[src/rtl/ptw_pkg.sv]
// Shared types and constants for the Sv32-style page table walker.
// Provides the walker state enum, PTE field positions, and the packed PTE layout.
package ptw_pkg;

    localparam int unsigned ADDR_W = 32;
    localparam int unsigned PPN_W  = 20;   // physical page number returned to the TLB
    localparam int unsigned VPN_W  = 10;   // one VPN level
    localparam int unsigned PTE_W  = 32;

    localparam logic [ADDR_W-1:0] ROOT_BASE = 32'h0000_1000;

    // PTE bit positions
    localparam int unsigned PTE_V_BIT   = 0;
    localparam int unsigned PTE_R_BIT   = 1;
    localparam int unsigned PTE_W_BIT   = 2;
    localparam int unsigned PTE_X_BIT   = 3;
    localparam int unsigned PTE_PPN_LSB = 10;
    localparam int unsigned PTE_PPN_MSB = 31;

    typedef enum logic [2:0] {
        IDLE    = 3'd0,
        L1_REQ  = 3'd1,
        L1_WAIT = 3'd2,
        L0_REQ  = 3'd3,
        L0_WAIT = 3'd4,
        RESP    = 3'd5
    } state_t;

    // ppn[21:20] (pte[31:30]) lies outside the 32-bit physical space and is ignored
    typedef struct packed {
        logic [21:0] ppn;
        logic [1:0]  rsw;
        logic        d;
        logic        a;
        logic        g;
        logic        u;
        logic        x;
        logic        w;
        logic        r;
        logic        v;
    } pte_t;

endpackage

[src/rtl/pte_check.sv]
// Combinational PTE decode shared by both walk levels.
// Ports: pte_i (raw PTE), is_l1_i (1 = level-1 entry), valid_o, leaf_o,
//        misaligned_o (superpage low PPN bits nonzero), fault_o.
// Build option: PTW_SUPERPAGE_EN allows aligned leaf L1 entries (4 MB superpages);
//        without it every leaf L1 entry faults.
module pte_check
    import ptw_pkg::*;
(
    input  pte_t pte_i,
    input  logic is_l1_i,
    output logic valid_o,
    output logic leaf_o,
    output logic misaligned_o,
    output logic fault_o
);

    logic wr_no_rd;
    logic l1_leaf_bad;
    logic leaf_bad;
    logic unused_pte;

    assign valid_o      = pte_i.v;
    assign leaf_o       = pte_i.r | pte_i.x;
    assign misaligned_o = (pte_i.ppn[VPN_W-1:0] != '0);
    assign wr_no_rd     = pte_i.w & ~pte_i.r;

`ifdef PTW_SUPERPAGE_EN
    assign l1_leaf_bad = misaligned_o;
`else
    assign l1_leaf_bad = 1'b1;
`endif

    // L1: only a bad superpage faults here; L0: a pointer has nowhere left to go
    assign leaf_bad = is_l1_i ? (leaf_o & l1_leaf_bad) : ~leaf_o;
    assign fault_o  = ~pte_i.v | wr_no_rd | leaf_bad;

    assign unused_pte = ^{pte_i.ppn[21:VPN_W], pte_i.rsw, pte_i.d, pte_i.a, pte_i.g, pte_i.u};

endmodule

[src/rtl/page_table_walker.sv]
// Two-level Sv32-style page table walker between the TLB miss path and word memory.
// Ports: clk, rst (sync, active high);
//        walk_req_valid_i/walk_req_ready_o/walk_vaddr_i   - walk request from TLB
//        walk_resp_valid_o/walk_resp_ready_i/walk_ppn_o/walk_fault_o - walk result
//        mem_req_valid_o/mem_req_ready_i/mem_addr_o       - PTE read request
//        mem_resp_valid_i/mem_resp_ready_o/mem_data_i     - PTE read data
// Build option: PTW_SUPERPAGE_EN enables 4 MB superpage leaves at level 1.
// All outputs are registered; one memory read outstanding at most.
module page_table_walker
    import ptw_pkg::*;
(
    input  logic              clk,
    input  logic              rst,
    input  logic              walk_req_valid_i,
    output logic              walk_req_ready_o,
    input  logic [ADDR_W-1:0] walk_vaddr_i,
    output logic              walk_resp_valid_o,
    input  logic              walk_resp_ready_i,
    output logic [PPN_W-1:0]  walk_ppn_o,
    output logic              walk_fault_o,
    output logic              mem_req_valid_o,
    input  logic              mem_req_ready_i,
    output logic [ADDR_W-1:0] mem_addr_o,
    input  logic              mem_resp_valid_i,
    output logic              mem_resp_ready_o,
    input  logic [PTE_W-1:0]  mem_data_i
);

    state_t              state_q, state_d;
    logic [VPN_W-1:0]    vpn0_q, vpn0_d;
    logic                req_ready_q, req_ready_d;
    logic                mem_req_valid_q, mem_req_valid_d;
    logic [ADDR_W-1:0]   mem_addr_q, mem_addr_d;
    logic                mem_resp_ready_q, mem_resp_ready_d;
    logic                resp_valid_q, resp_valid_d;
    logic [PPN_W-1:0]    ppn_q, ppn_d;
    logic                fault_q, fault_d;

    pte_t pte;
    logic pte_valid, pte_leaf, pte_misaligned, pte_fault;
    logic unused_bits;

    assign pte = pte_t'(mem_data_i);

    // Decode the PTE arriving this cycle; level chosen by which wait state we are in
    pte_check u_pte_check (
        .pte_i        (pte),
        .is_l1_i      (state_q == L1_WAIT),
        .valid_o      (pte_valid),
        .leaf_o       (pte_leaf),
        .misaligned_o (pte_misaligned),
        .fault_o      (pte_fault)
    );

    assign unused_bits = ^{walk_vaddr_i[11:0], pte_valid, pte_misaligned};

    // Next-state and next-output logic
    always_comb begin
        state_d          = state_q;
        vpn0_d           = vpn0_q;
        req_ready_d      = 1'b0;
        mem_req_valid_d  = 1'b0;
        mem_addr_d       = mem_addr_q;
        mem_resp_ready_d = 1'b0;
        resp_valid_d     = 1'b0;
        ppn_d            = ppn_q;
        fault_d          = fault_q;

        case (state_q)
            IDLE: begin
                req_ready_d = 1'b1;
                if (walk_req_valid_i) begin
                    state_d         = L1_REQ;
                    req_ready_d     = 1'b0;
                    vpn0_d          = walk_vaddr_i[21:12];
                    mem_req_valid_d = 1'b1;
                    mem_addr_d      = ROOT_BASE + ADDR_W'({walk_vaddr_i[31:22], 2'b00});
                end
            end

            L1_REQ, L0_REQ: begin
                mem_req_valid_d = 1'b1;
                if (mem_req_ready_i) begin
                    mem_req_valid_d  = 1'b0;
                    mem_resp_ready_d = 1'b1;
                    state_d          = (state_q == L1_REQ) ? L1_WAIT : L0_WAIT;
                end
            end

            L1_WAIT, L0_WAIT: begin
                mem_resp_ready_d = 1'b1;
                if (mem_resp_valid_i) begin
                    mem_resp_ready_d = 1'b0;
                    if (pte_fault) begin
                        state_d      = RESP;
                        resp_valid_d = 1'b1;
                        fault_d      = 1'b1;
                        ppn_d        = '0;
                    end else if ((state_q == L1_WAIT) && !pte_leaf) begin
                        state_d         = L0_REQ;
                        mem_req_valid_d = 1'b1;
                        mem_addr_d      = {pte.ppn[PPN_W-1:0], vpn0_q, 2'b00};
                    end else begin
                        // Valid leaf: superpage at L1 keeps VPN[0] as the low PPN bits
                        state_d      = RESP;
                        resp_valid_d = 1'b1;
                        fault_d      = 1'b0;
                        ppn_d        = (state_q == L1_WAIT) ?
                                       {pte.ppn[PPN_W-1:VPN_W], vpn0_q} : pte.ppn[PPN_W-1:0];
                    end
                end
            end

            RESP: begin
                resp_valid_d = 1'b1;
                if (walk_resp_ready_i) begin
                    state_d      = IDLE;
                    resp_valid_d = 1'b0;
                    req_ready_d  = 1'b1;
                    ppn_d        = '0;
                    fault_d      = 1'b0;
                end
            end

            default: begin
                state_d     = IDLE;
                req_ready_d = 1'b1;
            end
        endcase
    end

    // State and output registers
    always_ff @(posedge clk) begin
        if (rst) begin
            state_q          <= IDLE;
            vpn0_q           <= '0;
            req_ready_q      <= 1'b1;
            mem_req_valid_q  <= 1'b0;
            mem_addr_q       <= '0;
            mem_resp_ready_q <= 1'b0;
            resp_valid_q     <= 1'b0;
            ppn_q            <= '0;
            fault_q          <= 1'b0;
        end else begin
            state_q          <= state_d;
            vpn0_q           <= vpn0_d;
            req_ready_q      <= req_ready_d;
            mem_req_valid_q  <= mem_req_valid_d;
            mem_addr_q       <= mem_addr_d;
            mem_resp_ready_q <= mem_resp_ready_d;
            resp_valid_q     <= resp_valid_d;
            ppn_q            <= ppn_d;
            fault_q          <= fault_d;
        end
    end

    assign walk_req_ready_o  = req_ready_q;
    assign mem_req_valid_o   = mem_req_valid_q;
    assign mem_addr_o        = mem_addr_q;
    assign mem_resp_ready_o  = mem_resp_ready_q;
    assign walk_resp_valid_o = resp_valid_q;
    assign walk_ppn_o        = ppn_q;
    assign walk_fault_o      = fault_q;

endmodule

[config.mk]
export PLATFORM = sky130hd
export DESIGN_NAME = page_table_walker
export DESIGN_NICKNAME = d
export VERILOG_FILES = /design/src/rtl/ptw_pkg.sv /design/src/rtl/pte_check.sv /design/src/rtl/page_table_walker.sv
export SDC_FILE = /design/constraint.sdc
export NUM_CORES = 1
export LEC_CHECK = 0
export CAP_MARGIN = 20
export CORE_MARGIN = 2
export CORE_UTILIZATION = 45
export CTS_CLUSTER_DIAMETER = 150
export DETAILED_ROUTE_END_ITERATION = 16
export PLACE_DENSITY = 0.94
export SYNTH_ARGS = -nofsm -noshare
export SYNTH_HDL_FRONTEND = slang
export SYNTH_SLANG_ARGS = --single-unit
[constraint.sdc]
create_clock -name clk -period 5.4 [get_ports clk]
set_input_delay 0.81 -clock clk [delete_from_list [all_inputs] [get_ports clk]]
set_output_delay 0.81 -clock clk [all_outputs]
set_load 0.05 [all_outputs]
## Word-level counts from Yosys, hierarchy flattened

Index checks and enable logic that the tools add are counted.

- Register bits after elaboration: 70
- Input bits: 70

- Reductions and logical operators: 12
- Equal/unequal tests: 12
- Muxes and demuxes: 42
- Bitwise gates (word level): 7
- $add $sub $neg: 1

Operators by type and width:

| kind | number |
|---|---|
| two-way mux 32 bit | 4 |
| two-way mux 20 bit | 4 |
| one-hot mux 32 bit (2 select lines) | 1 |
| one-hot mux 20 bit (2 select lines) | 1 |
| two-way mux 3 bit | 7 |
| two-way mux 1 bit | 18 |
| adder 13 x 12 -> 14 bit (first input constant) | 1 |
| inequality test 2 bit (second input constant) | 6 |
| one-hot mux 3 bit (4 select lines) | 1 |
| two-way mux 10 bit | 1 |
| AND reduction 4 bit | 2 |
| equality test 3 x 2 -> 1 bit (second input constant) | 2 |
| equality test 3 bit (second input constant) | 2 |
| one-hot mux 1 bit (2 select lines) | 3 |
| one-hot mux 1 bit (3 select lines) | 2 |
| AND reduction 5 bit | 1 |
| nonzero test 2 bit | 2 |
| OR reduction 2 bit | 2 |
| OR reduction 4 bit | 1 |
| equality test 3 x 1 -> 1 bit (second input constant) | 1 |
| zero test 3 bit | 1 |
| inequality test 3 bit (second input constant) | 1 |
| inverter 1 bit | 3 |
| bitwise OR 1 bit | 3 |
| 4 further kinds | 4 |

## Depth between registers and ports, before layout

- Word-level depth: 7
- Mapped depth: 9

## By module

Synthesis repeated with hierarchy kept, for this count alone.

- Cells, all modules: 375
- Area total of the unflattened synthesis: 3004.1 um2

Modules (own cells, without submodules):

| module | cells an instance | area each (um2) | seq. area each (um2) | instances |
|---|---|---|---|---|
| page_table_walker | 365 | 2939.1 | 1361.3 | 1 |
| pte_check | 10 | 65.1 | 0.0 | 1 |

## Worst setup path before layout

Ideal clock, no wire load.

- Kind: register to register
- From: reg state_q[1]
- To: reg mem_addr_q[22], in the netlist mem_addr_o[22]
- Setup time: 0.060 ns
- Arrival time: 2.483 ns
- Slack: 2.857 ns
- Stages on the path, launching flop included: 9
- Clock period less this slack: 2.543 ns
- Path through: dfxtp_1 > nor3b_1 > buf_4 > ha_1 > nand2b_1 > or3b_4 > nor3_4 > buf_4 > a22o_1

- Cells in the longest elaborated chain, start to end: 5
- Elaborated cells on any way between the ends: 14
- Classes of those cells: 6 x eq/ne; 2 x mux; 1 x bitwise; 5 x reduce/logical

Ends and longest elaborated chain:

| what | RTL line | RTL |
|---|---|---|
| from (decl) | page_table_walker.sv:29 | `state_t state_q, state_d;` |
| from (signal assigned) | page_table_walker.sv:145 | `state_q <= state_d;` |
| equality test 3 x 2 -> 1 bit | page_table_walker.sv:48, page_table_walker.sv:69, page_table_walker.sv:99 |  |
| two-way mux 1 bit | pte_check.sv:34 | `assign leaf_bad = is_l1_i ? (leaf_o & l1_leaf_bad) : ~leaf_o;` |
| bitwise OR 1 bit | pte_check.sv:35 | `assign fault_o = ~pte_i.v \| wr_no_rd \| leaf_bad;` |
| inequality test 2 bit (no line) | n/a |  |
| AND reduction 5 bit (no line) | n/a |  |
| to (signal assigned) | page_table_walker.sv:149 | `mem_addr_q <= mem_addr_d;` |
| to (decl) | page_table_walker.sv:33 | `logic [ADDR_W-1:0] mem_addr_q, mem_addr_d;` |

Several ways; a longest one is shown, not always the timed one.
A chain may end at the register's enable or synchronous reset.

## Worst setup path after layout

- From: reg state_q[1]
- To: reg mem_addr_q[5], in the netlist mem_addr_o[5]

The elaborated chain is that of the path after synthesis.

==> run_summary.xml <==
<?xml version="1.0" encoding="UTF-8"?>
<metrics>
  <group name="run_status">
    <metric name="outcome" unit="">finished, final reports clean</metric>
  </group>
  <group name="power_and_ir_drop">
    <metric name="peakVddDrop" unit="V">0.000254</metric>
    <metric name="cellPowerDensity" unit="mW/mm²">307</metric>
    <metric name="comb_power_share" unit="%">18.8</metric>
    <metric name="seqPwrFrac" unit="%">41.8</metric>
    <metric name="switching_share" unit="%">27.2</metric>
    <metric name="sw_power" unit="mW">0.355</metric>
    <metric name="intPower" unit="mW">0.952</metric>
    <metric name="power.clock.fraction" unit="%">39.4</metric>
    <metric name="leakage" unit="nW">1.67</metric>
  </group>
  <group name="synthesis">
    <metric name="syn_avg_cell_area" unit="µm²">9.63</metric>
    <metric name="synth_ff_type" unit="">sky130_fd_sc_hd__dfxtp_1</metric>
    <metric name="fraction_of_synthesized_cell_area_taken_by_the_top_area_cell_type" unit="%">46.2</metric>
    <metric name="synth_edf_count" unit="">0</metric>
    <metric name="synth.yosys.seq_area_share" unit="%">46.2</metric>
    <metric name="synth.cell_area" unit="mm²">0.00295</metric>
    <metric name="yosys.area.top_type" unit="">sky130_fd_sc_hd__dfxtp_1</metric>
    <metric name="yosysWarnings" unit="">0</metric>
    <metric name="synth_common_cells" unit="">sky130_fd_sc_hd__dfxtp_1 (68), sky130_fd_sc_hd__nand2_1 (63), sky130_fd_sc_hd__mux2i_1 (31), sky130_fd_sc_hd__a22o_1 (19), sky130_fd_sc_hd__nor2_1 (17)</metric>
    <metric name="synthesis.instances" unit="">306</metric>
    <metric name="netlist-cell-type-count" unit="">49</metric>
    <metric name="yosys-top-cells-area" unit="">sky130_fd_sc_hd__dfxtp_1 (46%), sky130_fd_sc_hd__mux2i_1 (11%), sky130_fd_sc_hd__nand2_1 (8.0%), sky130_fd_sc_hd__a22o_1 (5.6%), sky130_fd_sc_hd__mux2_2 (3.8%)</metric>
    <metric name="synth.ff_latch_count" unit="">68</metric>
    <metric name="synth_async_sr_flop_share" unit="%">0</metric>
    <metric name="synth_most_common_cell" unit="">sky130_fd_sc_hd__dfxtp_1</metric>
  </group>
  <group name="die">
    <metric name="fp.dieArea" unit="mm²">0.00721</metric>
    <metric name="placement_rows" unit="">29</metric>
    <metric name="fp.dieW" unit="µm">84.9</metric>
    <metric name="die_height" unit="µm">84.9</metric>
    <metric name="core_area" unit="mm²">0.00635</metric>
    <metric name="initial_core_util" unit="%">46.4</metric>
    <metric name="io-pin-count" unit="">127</metric>
  </group>
  <group name="min_path">
    <metric name="worst_hold_path.num_cells" unit="">2</metric>
    <metric name="timing.hold.worst_endpoint" unit="">walk_ppn_o[16]</metric>
    <metric name="min-delay-path-class" unit="">flip-flop to flip-flop</metric>
    <metric name="hold_path.startpoint" unit="">walk_ppn_o[16]</metric>
  </group>
  <group name="cells_and_area">
    <metric name="fin_nets" unit="">473</metric>
    <metric name="antenna-diode-count" unit="">0</metric>
    <metric name="finalNonFillerCells" unit="">484</metric>
    <metric name="fin_util" unit="%">67.0</metric>
    <metric name="post_route_cells_drive_above_1_share" unit="%">10.3</metric>
    <metric name="area.growth.synth_to_final" unit="%">44.4</metric>
  </group>
  <group name="clocking">
    <metric name="num_cts_buffers" unit="">9</metric>
    <metric name="clock_sink_count" unit="">68</metric>
    <metric name="worst_skew_pair.late_latency" unit="ns">0.33</metric>
    <metric name="htree_levels" unit="">3</metric>
    <metric name="cts_setup_buffers" unit="">0</metric>
    <metric name="holdBufCountCts" unit="">0</metric>
    <metric name="clk_transition_reported_paths" unit="ns">0.08</metric>
    <metric name="post_cts_resized" unit="">0</metric>
    <metric name="cts_tree" unit="">yes</metric>
    <metric name="cts_max_path_buffers" unit="">2</metric>
    <metric name="cts_root_buf" unit="">sky130_fd_sc_hd__clkbuf_8</metric>
  </group>
  <group name="timing">
    <metric name="worst_slack_on_hold_paths" unit="ns">0.462</metric>
    <metric name="finalCritPeriodShare" unit="%">69.0</metric>
    <metric name="clock-skew-final" unit="ns">0.00704</metric>
    <metric name="setup-violations-final" unit="">0</metric>
    <metric name="timing_hold_violations_final" unit="">0</metric>
    <metric name="relSlewSlack" unit="%">36.7</metric>
    <metric name="finalCriticalPeriod" unit="ns">3.73</metric>
    <metric name="timing_max_transition_violations_final" unit="">0</metric>
    <metric name="max_freq" unit="MHz">268</metric>
    <metric name="timing_worst_slew_pin_value" unit="ns">0.945</metric>
    <metric name="final.setup.tns" unit="ns">0</metric>
    <metric name="unrepaired_setup_endpoints_after_global_routing" unit="">no</metric>
  </group>
  <group name="worst_setup_path">
    <metric name="crit_path_start_kind" unit="">flip-flop</metric>
    <metric name="crit_required" unit="ns">5.56</metric>
    <metric name="worstReg2RegEnd" unit="">mem_addr_o[5]</metric>
    <metric name="rrSetupSlack" unit="ns">1.67</metric>
    <metric name="r2r_cells" unit="">6</metric>
    <metric name="worst_setup_path_end_kind" unit="">flip-flop</metric>
    <metric name="worst_r2r_startpoint" unit="">state_q[1]</metric>
    <metric name="crit_type" unit="">flip-flop to flip-flop</metric>
    <metric name="critical_path_arrival" unit="ns">3.89</metric>
    <metric name="crit_fanout" unit="">15</metric>
  </group>
  <group name="placement">
    <metric name="hpwlAfterDp" unit="mm">5.60</metric>
    <metric name="numPortBuffers" unit="">104</metric>
    <metric name="post-place-cells" unit="">467</metric>
    <metric name="place.gp.congestion" unit="">0.853</metric>
  </group>
  <group name="global_routing">
    <metric name="via_count_of_the_first_global_routing_pass" unit="">2571</metric>
    <metric name="grt_pass1_wl" unit="mm">12.6</metric>
    <metric name="grt_max_degree" unit="">33</metric>
    <metric name="antenna_found_initial" unit="">0</metric>
    <metric name="globalRouteTotalUtil" unit="%">22.0</metric>
    <metric name="remaining_global_route_overflow" unit="">0</metric>
  </group>
  <group name="drt">
    <metric name="remaining_drc_errors" unit="">0</metric>
    <metric name="drt_wl_total" unit="mm">8.03</metric>
    <metric name="detail_route.first_pass.iterations" unit="">4</metric>
    <metric name="vias" unit="">2645</metric>
    <metric name="vias_per_cell" unit="">5.46</metric>
    <metric name="drt-wirelength-per-cell" unit="µm">16.6</metric>
    <metric name="dr.first_iter.drc_count" unit="">111</metric>
    <metric name="antenna_violating_nets_post_route" unit="">0</metric>
  </group>
  <group name="run">
    <metric name="cap_violations" unit="">0</metric>
  </group>
</metrics>
## flip-flops by register name (all words and copies together) (netlist names), 3 cells and up
register and flops:
mem_addr_o 30, walk_ppn_o 20, vpn0_q 10, state_q 3
## cells in the final DEF (no fill, tap or decap), types with 2 or more instances in the layout
cell type and instances:
sky130_fd_sc_hd__a21oi_1 16, sky130_fd_sc_hd__mux2i_1 31, sky130_fd_sc_hd__buf_4 3, sky130_fd_sc_hd__nor2b_1 4, sky130_fd_sc_hd__mux2_2 10, sky130_fd_sc_hd__nand2_1 63, sky130_fd_sc_hd__o21ai_0 2, sky130_fd_sc_hd__a221oi_1 10
sky130_fd_sc_hd__clkbuf_8 10, sky130_fd_sc_hd__inv_1 3, sky130_fd_sc_hd__nor3b_2 2, sky130_fd_sc_hd__bufinv_16 3, sky130_fd_sc_hd__conb_1 2, sky130_fd_sc_hd__a22o_1 19, sky130_fd_sc_hd__nor4b_1 2, sky130_fd_sc_hd__nor3_1 2
sky130_fd_sc_hd__nor2_1 17, sky130_fd_sc_hd__a211oi_1 2, sky130_fd_sc_hd__nor4_1 2, sky130_fd_sc_hd__nand2b_1 2, sky130_fd_sc_hd__dfxtp_1 68, sky130_fd_sc_hd__clkdlybuf4s50_1 104
## power by group through the flow
stage	sequential, mW	combinational (mW)	clock (mW)
after floorplan	0.599	0.110	0
after global placement	0.556	0.237	0
after detailed placement	0.557	0.242	0
after CTS	0.546	0.244	0.522
after global routing	0.549	0.262	0.543
final	0.546	0.246	0.515
## worst max-delay path, stage by stage (launching register included)
cell                       delay [ns]
sky130_fd_sc_hd__dfxtp_1         0.70
sky130_fd_sc_hd__nor3b_2         0.87
sky130_fd_sc_hd__ha_1            0.36
sky130_fd_sc_hd__nand2b_1        0.23
sky130_fd_sc_hd__or3b_4          0.46
sky130_fd_sc_hd__o21ai_1         0.72
sky130_fd_sc_hd__a221oi_1        0.22
## cell type report
type / count / area [µm²]
Inverter: 3 / 11.3
Tap cell: 77 / 96.3
Clock buffer: 11 / 141
Clock inverter: 5 / 108
Fill cell: 487 / 2090
Sequential cell: 68 / 1360
Timing Repair Buffer: 108 / 1080
Multi-Input combinational cell: 212 / 1460
## per-stage QoR
| stage | cell area, µm² | setup WS, ns | power, mW |
|---|---|---|---|
| detailed placement | 3990 | 1.67 | 0.800 |
| finish | 4260 | 1.67 | 1.31 |
| CTS | 4240 | 1.66 | 1.31 |
| global route | 4260 | 1.42 | 1.35 |
| floorplan | 2950 | 2.86 | 0.710 |
| global placement | 3990 | 1.84 | 0.793 |
## cell families (layout without fill, tap and decap cells)
logic type	Yosys count	after routing	synth area share, %
AO/OA/AOI/OAI	60	60	15.8
XOR/XNOR	2	2	0.849
adder cells (fa/ha/maj)	1	1	0.425
buffers and inverters	27	127	5.10
flip-flops	68	68	46.2
multiplexers	41	41	14.4
other	1	2	0.127
AND/OR/NAND/NOR	106	106	17.2
## how the worst max path moves through the flow
stage / start / endpoint / cells past startpoint
5_1_grt: state_q[1] / mem_addr_o[10] / 6
3_3_place_gp: state_q[1] / mem_addr_o[4] / 6
6_report: state_q[1] / mem_addr_o[5] / 6
2_1_floorplan: state_q[1] / mem_addr_o[22] / 8
4_1_cts: state_q[1] / mem_addr_o[5] / 6
3_5_place_dp: state_q[1] / mem_addr_o[5] / 6
## metal layers
metal	part of all wire, %	global-route usage (%)	vias up
met1	40	25.4	1254
met5	0	0	-
met3	6.8	5.84	10
li1	-	-	1275
met4	1.2	7.22	0
met2	52	39.4	106
No activity file was read; power rests on OpenSTA's default activity.
